--- src/rtl/if_pkg.sv ---
`default_nettype none
// ============================================================================
//  Module      : if_pkg
//  Description : Shared types and constants for the parametrised fetch stage:
//                NOP encoding, BTB entry layout, next-PC select encoding and
//                the contents of the instruction ROM.
//  Revision    : 1.0 - initial release
// ============================================================================
package if_pkg;

    // addi x0, x0, 0: substituted for any fetch from a faulting PC
    localparam logic [31:0] c_NOP = 32'h0000_0013;

    // Geometry the pipeline ships with; the BTB builds the same entry layout
    // at its own parameterised widths when these are overridden.
    localparam int c_XLEN       = 32;
    localparam int c_BTB_IW     = 2;
    localparam int c_BTB_TAG_W  = c_XLEN - c_BTB_IW - 2;

    typedef struct packed {
        logic                   valid;
        logic [c_BTB_TAG_W-1:0] tag;
        logic [c_XLEN-1:0]      target;
    } btb_entry_t;

    // Next-PC source, listed in priority order
    typedef enum logic [2:0] {
        SEL_RESET    = 3'd0,
        SEL_REDIRECT = 3'd1,
        SEL_HOLD     = 3'd2,
        SEL_PRED     = 3'd3,
        SEL_SEQ      = 3'd4
    } next_sel_e;

    // Instruction ROM image: word i holds "addi x1, x0, i", so every word is
    // distinct and self-identifying.
    function automatic logic [31:0] rom_word(input logic [11:0] idx);
        return {idx, 20'h0_0093};
    endfunction

endpackage : if_pkg
`default_nettype wire

--- src/rtl/branch_target_buffer.sv ---
`default_nettype none
// ============================================================================
//  Module      : branch_target_buffer
//  Description : Direct-mapped branch target buffer. Combinational lookup on
//                the fetch PC; one synchronous update port from the branch
//                resolution logic. Taken updates allocate/replace, not-taken
//                updates invalidate only an entry whose tag matches.
//  Revision    : 1.0 - initial release
// ============================================================================
module branch_target_buffer #(
    parameter int XLEN   = 32,
    parameter int BTB_IW = 2
) (
    input  logic            clk,
    input  logic            reset,
    input  logic [XLEN-1:0] lookup_pc,
    output logic            hit,
    output logic [XLEN-1:0] target,
    input  logic            update_en,
    input  logic [XLEN-1:0] update_pc,
    input  logic [XLEN-1:0] update_target,
    input  logic            update_taken
);

    localparam int c_TAG_W = XLEN - BTB_IW - 2;
    localparam int c_DEPTH = 1 << BTB_IW;

    typedef struct packed {
        logic               valid;
        logic [c_TAG_W-1:0] tag;
        logic [XLEN-1:0]    target;
    } entry_t;

    entry_t              r_mem [c_DEPTH];

    logic [BTB_IW-1:0]   w_lk_idx;
    logic [c_TAG_W-1:0]  w_lk_tag;
    logic [BTB_IW-1:0]   w_up_idx;
    logic [c_TAG_W-1:0]  w_up_tag;
    logic                w_unused_align;

    assign w_lk_idx = lookup_pc[BTB_IW+1:2];
    assign w_lk_tag = lookup_pc[XLEN-1:BTB_IW+2];
    assign w_up_idx = update_pc[BTB_IW+1:2];
    assign w_up_tag = update_pc[XLEN-1:BTB_IW+2];

    // Byte-offset bits never reach the index or tag
    assign w_unused_align = ^{lookup_pc[1:0], update_pc[1:0]};

    // Lookup reads the pre-edge contents, so a same-cycle update is seen next cycle
    assign hit    = r_mem[w_lk_idx].valid && (r_mem[w_lk_idx].tag == w_lk_tag);
    assign target = r_mem[w_lk_idx].target;

    // Entry storage: reset clears every valid bit and takes priority over an update
    always_ff @(posedge clk) begin
        if (reset) begin
            for (int i = 0; i < c_DEPTH; i++) begin
                r_mem[i].valid <= 1'b0;
            end
        end else if (update_en) begin
            if (update_taken) begin
                r_mem[w_up_idx] <= '{valid: 1'b1, tag: w_up_tag, target: update_target};
            end else if (r_mem[w_up_idx].tag == w_up_tag) begin
                r_mem[w_up_idx].valid <= 1'b0;
            end
        end
    end

endmodule : branch_target_buffer
`default_nettype wire

--- src/rtl/if_stage_pp.sv ---
`default_nettype none
// ============================================================================
//  Module      : if_stage_pp
//  Description : Parametrised instruction-fetch stage. Holds the PC, reads a
//                combinational instruction ROM, flags misaligned or
//                out-of-ROM PCs and selects the next PC from reset, redirect,
//                stall, BTB prediction or PC+4.
//                Build option IF_BTB_EN compiles in the branch target buffer;
//                without it PredTaken_if is 0 and the update port is ignored.
//  Revision    : 1.0 - initial release
// ============================================================================
module if_stage_pp
    import if_pkg::*;
#(
    parameter int              XLEN     = 32,
    parameter int              ROM_AW   = 6,
    parameter logic [XLEN-1:0] RESET_PC = '0,
    parameter int              BTB_IW   = 2
) (
    input  logic            clk,
    input  logic            reset,
    input  logic            IFWrite,
    input  logic            Redirect,
    input  logic [XLEN-1:0] RedirectAddr,
    input  logic            UpdateEn,
    input  logic [XLEN-1:0] UpdatePC,
    input  logic [XLEN-1:0] UpdateTarget,
    input  logic            UpdateTaken,
    output logic [XLEN-1:0] PC,
    output logic [XLEN-1:0] Instruction_if,
    output logic            PredTaken_if,
    output logic            IF_flush,
    output logic            AddrFault
);

    logic [XLEN-1:0]   r_pc;
    logic [XLEN-1:0]   w_pc_next;
    logic [XLEN-1:0]   w_pc_seq;
    logic [XLEN-1:0]   w_pred_target;
    logic              w_pred;
    logic              w_fault;
    logic [ROM_AW-1:0] w_rom_idx;
    logic [31:0]       w_rom_word;
    next_sel_e         w_sel;

    // ---------------- instruction ROM and fault detection ------------------
    assign w_rom_idx  = r_pc[ROM_AW+1:2];
    assign w_rom_word = rom_word(12'(w_rom_idx));

    // Misaligned, or any address bit above the ROM window set
    assign w_fault = (r_pc[1:0] != 2'b00) || (r_pc[XLEN-1:ROM_AW+2] != '0);

    assign Instruction_if = w_fault ? XLEN'(c_NOP) : XLEN'(w_rom_word);
    assign AddrFault      = w_fault;
    assign IF_flush       = Redirect;
    assign PC             = r_pc;

    // Sequential successor; a faulted PC still advances and wraps at 2^XLEN
    assign w_pc_seq = r_pc + XLEN'(4);

    // ---------------- optional branch prediction ---------------------------
`ifdef IF_BTB_EN
    branch_target_buffer #(
        .XLEN   (XLEN),
        .BTB_IW (BTB_IW)
    ) u_btb (
        .clk           (clk),
        .reset         (reset),
        .lookup_pc     (r_pc),
        .hit           (w_pred),
        .target        (w_pred_target),
        .update_en     (UpdateEn),
        .update_pc     (UpdatePC),
        .update_target (UpdateTarget),
        .update_taken  (UpdateTaken)
    );
`else
    logic w_unused_update;

    assign w_pred          = 1'b0;
    assign w_pred_target   = '0;
    assign w_unused_update = ^{UpdateEn, UpdatePC, UpdateTarget, UpdateTaken};
`endif

    assign PredTaken_if = w_pred;

    // Next-PC source in priority order; Redirect beats a stall so it is never lost
    always_comb begin
        w_sel = SEL_SEQ;
        if (reset) begin
            w_sel = SEL_RESET;
        end else if (Redirect) begin
            w_sel = SEL_REDIRECT;
        end else if (!IFWrite) begin
            w_sel = SEL_HOLD;
        end else if (w_pred) begin
            w_sel = SEL_PRED;
        end
    end

    // Next-PC mux driven by the selected source
    always_comb begin
        w_pc_next = w_pc_seq;
        case (w_sel)
            SEL_RESET:    w_pc_next = RESET_PC;
            SEL_REDIRECT: w_pc_next = RedirectAddr;
            SEL_HOLD:     w_pc_next = r_pc;
            SEL_PRED:     w_pc_next = w_pred_target;
            default:      w_pc_next = w_pc_seq;
        endcase
    end

    // PC register
    always_ff @(posedge clk) begin
        if (reset) begin
            r_pc <= RESET_PC;
        end else begin
            r_pc <= w_pc_next;
        end
    end

endmodule : if_stage_pp
`default_nettype wire

--- config.mk ---
export PLATFORM = sky130hd
export DESIGN_NAME = if_stage_pp
export DESIGN_NICKNAME = d
export VERILOG_FILES = /design/src/rtl/if_pkg.sv /design/src/rtl/branch_target_buffer.sv /design/src/rtl/if_stage_pp.sv
export SDC_FILE = /design/constraint.sdc
export NUM_CORES = 1
export LEC_CHECK = 0
export CAP_MARGIN = 40
export CORE_MARGIN = 2
export CORE_UTILIZATION = 33
export CTS_BUF_LIST = sky130_fd_sc_hd__clkbuf_2
export DETAILED_ROUTE_END_ITERATION = 10
export GPL_TIMING_DRIVEN = 0
export PLACE_DENSITY = 0.91
export SYNTH_ARGS = -nofsm -noshare
export SYNTH_HDL_FRONTEND = slang
export SYNTH_SLANG_ARGS = --single-unit
export TNS_END_PERCENT = 10
--- constraint.sdc ---
create_clock -name clk -period 2.2 [get_ports clk]
set_input_delay 0.44 -clock clk [delete_from_list [all_inputs] [get_ports clk]]
set_output_delay 0.44 -clock clk [all_outputs]
set_load 0.01 [all_outputs]
== Word-level counts from Yosys, hierarchy flattened ==
Cells that the tools add are included.
Storage, ports and cells
  flip-flop bits (word level): 32
  latch bits: 0
  memory bits (writable): 0
  bits in read-only memories: 0
  logic and storage cells: 15
  memories kept: 0
Cells by class
  add/sub/neg operators: 1
  multipliers: 0
  div/mod/pow operators: 0
  magnitude comparators: 0
  eq/ne operators: 3
  shifts and indexed selects: 0
  muxes and demuxes: 5
  bitwise gates (word level): 0
  reduce and logical (&&, ||, !) cells: 5
Operators with widths (number)
  32-bit case mux with 3 select lines: 1
  32-bit by 3-bit adder with 32-bit output (second input constant): 1
  26-bit two-way mux: 1
  24-bit nonzero test: 1
  3-bit two-way mux: 3
  3-bit by 2-bit equality test with 1-bit output (second input constant): 2
  3-bit by 1-bit equality test with 1-bit output (second input constant): 1
  3-bit zero test: 1
  2-bit nonzero test: 1
  2-bit OR reduction: 1
  1-bit logical OR: 1

== Longest topological paths before layout ==
Gate-level depths: netlist of the first run.
  depth after elaboration: 6
  depth in mapped cells: 6
  depth with buffers taken out: 6

== Worst setup path before layout of the first run ==
Ideal clock, no wire load.
  path type: reg2out
  start point: register r_pc[15] (netlist: PC[15])
  end point: output port Instruction_if[23]
  arrival: 1396 ps
  slack: 364 ps
  stages on the path, launching flop included: 6
  path buffers: 0
  cells stage by stage: dfxtp_1 -> nor4_1 -> nand4_1 -> nor2_1 -> inv_1 -> nor2_1
Between the ends
  longest elaborated chain between the ends: 3
Ends and longest elaborated chain
  start, declared: line if_stage_pp.sv:36  | logic [XLEN-1:0] r_pc;
  start signal, assigned: line if_stage_pp.sv:118  | r_pc <= w_pc_next;
  24-bit nonzero test: line if_stage_pp.sv:51  | assign w_fault = (r_pc[1:0] != 2'b00) || (r_pc[XLEN-1:ROM_AW+2] != '0);
  1-bit logical OR: line if_stage_pp.sv:51
  named net AddrFault: line if_stage_pp.sv:33  | output logic AddrFault
  26-bit two-way mux: line if_stage_pp.sv:53  | assign Instruction_if = w_fault ? XLEN'(c_NOP) : XLEN'(w_rom_word);
  end, declared: line if_stage_pp.sv:30  | output logic [XLEN-1:0] Instruction_if,
The timed path passes the listed nets, and every way through them passes these cells.

== Worst setup path in the final report of the first run ==
  start point: register r_pc[14] (netlist: PC[14])
  end point: output port Instruction_if[22]
Between the ends
  longest elaborated chain between the ends: 3
Ends and longest elaborated chain (line)
  24-bit nonzero test: if_stage_pp.sv:51
  1-bit logical OR: if_stage_pp.sv:51
  26-bit two-way mux: if_stage_pp.sv:53
Every way passes these cells.

==> key figures, run 1 <==
Run status
  – Outcome: finished, violations left
  – Failing checks: negative setup slack

Timing
  – Worst-margin pin slew: about 0.63 ns
  – Final setup margin: -0.1565 ns
  – Final period util: 107.1%
  – Unrepaired setup endpoints after global routing: true
  – Final Hold Vio Count: 0
  – Fin crit period: about 2.4 ns
  – Slew Viols, Final: 0
  – F_max: around 420 MHz
  – Slew HR: ~58%
  – # setup viols final: 5
  – Skew final: about 0.027 ns

Synth
  – Most frequent cell after synthesis: nor2_1
  – Register area share after synthesis: 31.88%
  – Avg Cell Area, Syn: about 8 um^2
  – EDFF count, synth: 0
  – Top-area cell type share of the netlist area: about a third
  – Primary FF master, synth: dfxtp_1
  – Async set-reset flop share out of synthesis: 0%
  – Synth unique cells: 33
  – Leading post-synthesis cells by cell area: dfxtp_1 (32%), buf_4 (10%), xor2_1 (8.7%)
  – Post-synth top area cell: dfxtp_1
  – Top cells by count, synth: nor2_1 (41), dfxtp_1 (32), buf_4 (27)
  – Syn Inst Count: between 200 and 300
  – Post-Syn Area: between 0.002 and 0.0025 mm^2
  – Number of synthesized register bits: 32
  – Yosys warnings: 0

Die
  – # rows: 28
  – I/O pins: roughly 170
  – Core area: slightly below 0.006 mm^2
  – Initial core utilization: approximately a third
  – Die H: roughly 80 um
  – Die footprint: roughly 0.0067 mm^2
  – Overall die width: 82.04 um

Critical path
  – Slowest CP cell: dfxtp_4
  – Worst Path Arrival: 1.92 ns
  – Most frequent CP cell: buf_6
  – Largest stage delay, worst path: ~0.41 ns
  – Crit path max fanout: 6
  – CP Cell Sequence: nor4_4 > nand4_1 > nor2_4 > buf_6 > buf_6 > and2_4 > buf_6
  – Nature of the critical path endpoint: output pin
  – Register-to-Register Path Depth: 5
  – Critical Path Start Type: flip-flop
  – Critical path type: flip-flop to output pin
  – WP data required: about 1.8 ns

GRT
  – GRT Residual Overflow: 0
  – Vias in the first global route: approximately 1800
  – Global-route wire length before repair: 8.845 mm
  – GRT Overall Usage: about 17%
  – Largest net degree at the start of global routing: 11
  – Initial antenna violation count: 0

Power and ir drop
  – Worst vdd ir: around 0.20 mV
  – Clk network pwr share: 19.9%
  – LEAKAGE: ~1.2 nW
  – Comb power frac: 28.0%
  – Overall Power: about 1.3 mW
  – Sw power: between 400 and 500 uW
  – Flop pwr share: ~52%
  – Internal power: ~900 uW
  – Switching share of total power: between 30% and 40%
  – Power Dens Cells: around 430 mW/mm^2

Layout
  – Final core utilization: between 50% and 60%
  – Area Growth Syn to Fin: 53.67%
  – Area taken by multi-input logic gates: around 0.0013 mm^2
  – Ant. Diodes: 0
  – Seq. cell area: 670.6 um^2
  – Number of flip-flops in the largest register: 32
  – Cell area after layout: 0.003088 mm^2
  – Fill cells: roughly 580
  – Non-Filler Instances: around 440
  – Share of layout cells above drive strength 1: ~22%
  – Total Nets Final: around 470

Routing
  – # DRC: 0
  – Detail Route Antenna Nets: 0
  – DRT Wirelength: around 5.9 mm
  – Drt via density: 4.728
  – Avg WL per Cell: approximately 13 um
  – DR pass1 iterations: 4
  – Initial drt markers: between 100 and 150
  – Vias: 2066

Min path
  – Worst min-delay path class: primary input to flip-flop
  – WHS Path Cells: 2

Clocking
  – CTS Root Cell: clkbuf_2
  – Clk slew on worst S/H paths: 0.18 ns
  – # clock sinks: 32
  – CTS max path bufs: 2
  – CTS Hold Bufs: 0
  – Skew-Pair Late Insertion Delay: approximately 0.37 ns
  – CTS buffer count: 5
  – TritonCTS clock tree: yes
  – CTS H-tree lvls: 2

Place
  – Placement Setup Slack: -0.3033 ns
  – Dpl hpwl: 4.315 mm
  – Number of buffers added on ports: 73
  – Placer Congestion: 0.8460
  – Dpl cells: about 420
  – Dpl cell area: ~0.0029 mm^2

Run
  – Max_cap viols: 0
path summary, 6_finish.rpt:
path                from                 end  slack, ns
setup / recovery  PC[14]  Instruction_if[22]      -0.16
setup reg to reg   PC[4]              PC[29]       0.17
hold / removal     reset              PC[31]       0.45
hold reg to reg    PC[0]               PC[0]       0.60
kinds of logic (layout without fill, tap and decap cells):
kind of cell / after synthesis / after routing / share of synthesized area [%]
compound gates: 33 / 33 / 11.58
xor+xnor: 27 / 27 / 11.77
fa+ha+maj: 1 / 1 / 0.6226
buf+inv: 43 / 131 / 13.14
flops: 32 / 32 / 31.88
mux: 4 / 4 / 1.993
other cells: 2 / 26 / 0.3737
simple gates: 108 / 108 / 28.64
critical path, delay by kind of cell (launching register included):
kind	cells	cell delay, ns
buf+inv	3	0.30
flops	1	0.41
simple gates	4	0.83
layer usage:
metal / global-route usage (%) / vias to the layer above / wire (um)
li1: - / 1045 / -
met1: 21.09 / 930 / 2408
met2: 28.86 / 83 / 2910
met3: 5.495 / 8 / 490
met4: 4.500 / 0 / 61
met5: 0 / - / 0
cell type report:
| type | count | share of cell area [%] |
|---|---|---|
| sequential | 32 | 21.72 |
| buffer | 38 | 7.942 |
| timing repair buffer | 81 | 24.88 |
| inverter | 5 | 0.6078 |
| tap | 75 | 3.039 |
| clock buffer | 5 | 0.8104 |
| multi-input combinational | 199 | 40.76 |
| clock inverter | 2 | 0.2431 |
power by group through the flow:
stage | Clock (mW) | Combinational [mW] | Sequential (mW)
2_1_floorplan | 0 | 0.163 | 0.697
3_3_place_gp | 0 | 0.335 | 0.692
3_5_place_dp | 0 | 0.340 | 0.693
4_1_cts | 0.274 | 0.356 | 0.682
5_1_grt | 0.298 | 0.402 | 0.695
6_report | 0.262 | 0.369 | 0.687
what timing repair did:
action	in CTS	in global routing
pin swaps	3	4
endpoints found under the hold margin	0	0
resized for setup	41	21
setup endpoints to repair	8	15
setup buffers	5	3
cells in the final DEF (no fill, tap or decap), types with 10 or more instances in the layout:
cell,synthesis,final
nand3_1,11,11
clkdlybuf4s50_1,0,65
nor2_1,41,39
nand2_1,16,16
conb_1,2,26
a211oi_1,20,20
buf_4,27,33
dfxtp_1,32,18
xor2_1,20,20
nand4_1,10,10
stage by stage:
step | hold slack [ns] | setup TNS [ns]
after floorplan | 0.5435 | 0
after global placement | 0.5418 | -1.466
after detailed placement | 0.5561 | -1.600
after CTS | 0.4094 | -0.6917
after global routing | 0.4518 | -1.061
final | 0.4480 | -0.3367
No activity file was read; power rests on OpenSTA's default activity.
==> run 2, diff against run 1 <==
--- a/config.mk
+++ b/config.mk
@@ -5,7 +5,6 @@
 export SDC_FILE = /design/constraint.sdc
 export NUM_CORES = 1
 export LEC_CHECK = 0
-export CAP_MARGIN = 40
 export CORE_MARGIN = 2
 export CORE_UTILIZATION = 33
 export CTS_BUF_LIST = sky130_fd_sc_hd__clkbuf_2
==> results of run 2 <==
No change in the layout: final DEF, timing and power equal those of run 1.
==> run 3, diff against run 2 <==
--- a/config.mk
+++ b/config.mk
@@ -11,6 +11,7 @@
 export DETAILED_ROUTE_END_ITERATION = 10
 export GPL_TIMING_DRIVEN = 0
 export PLACE_DENSITY = 0.91
+export SLEW_MARGIN = 10
 export SYNTH_ARGS = -nofsm -noshare
 export SYNTH_HDL_FRONTEND = slang
 export SYNTH_SLANG_ARGS = --single-unit
==> results of run 3 <==
No change in the layout: final DEF, timing and power equal those of run 1.
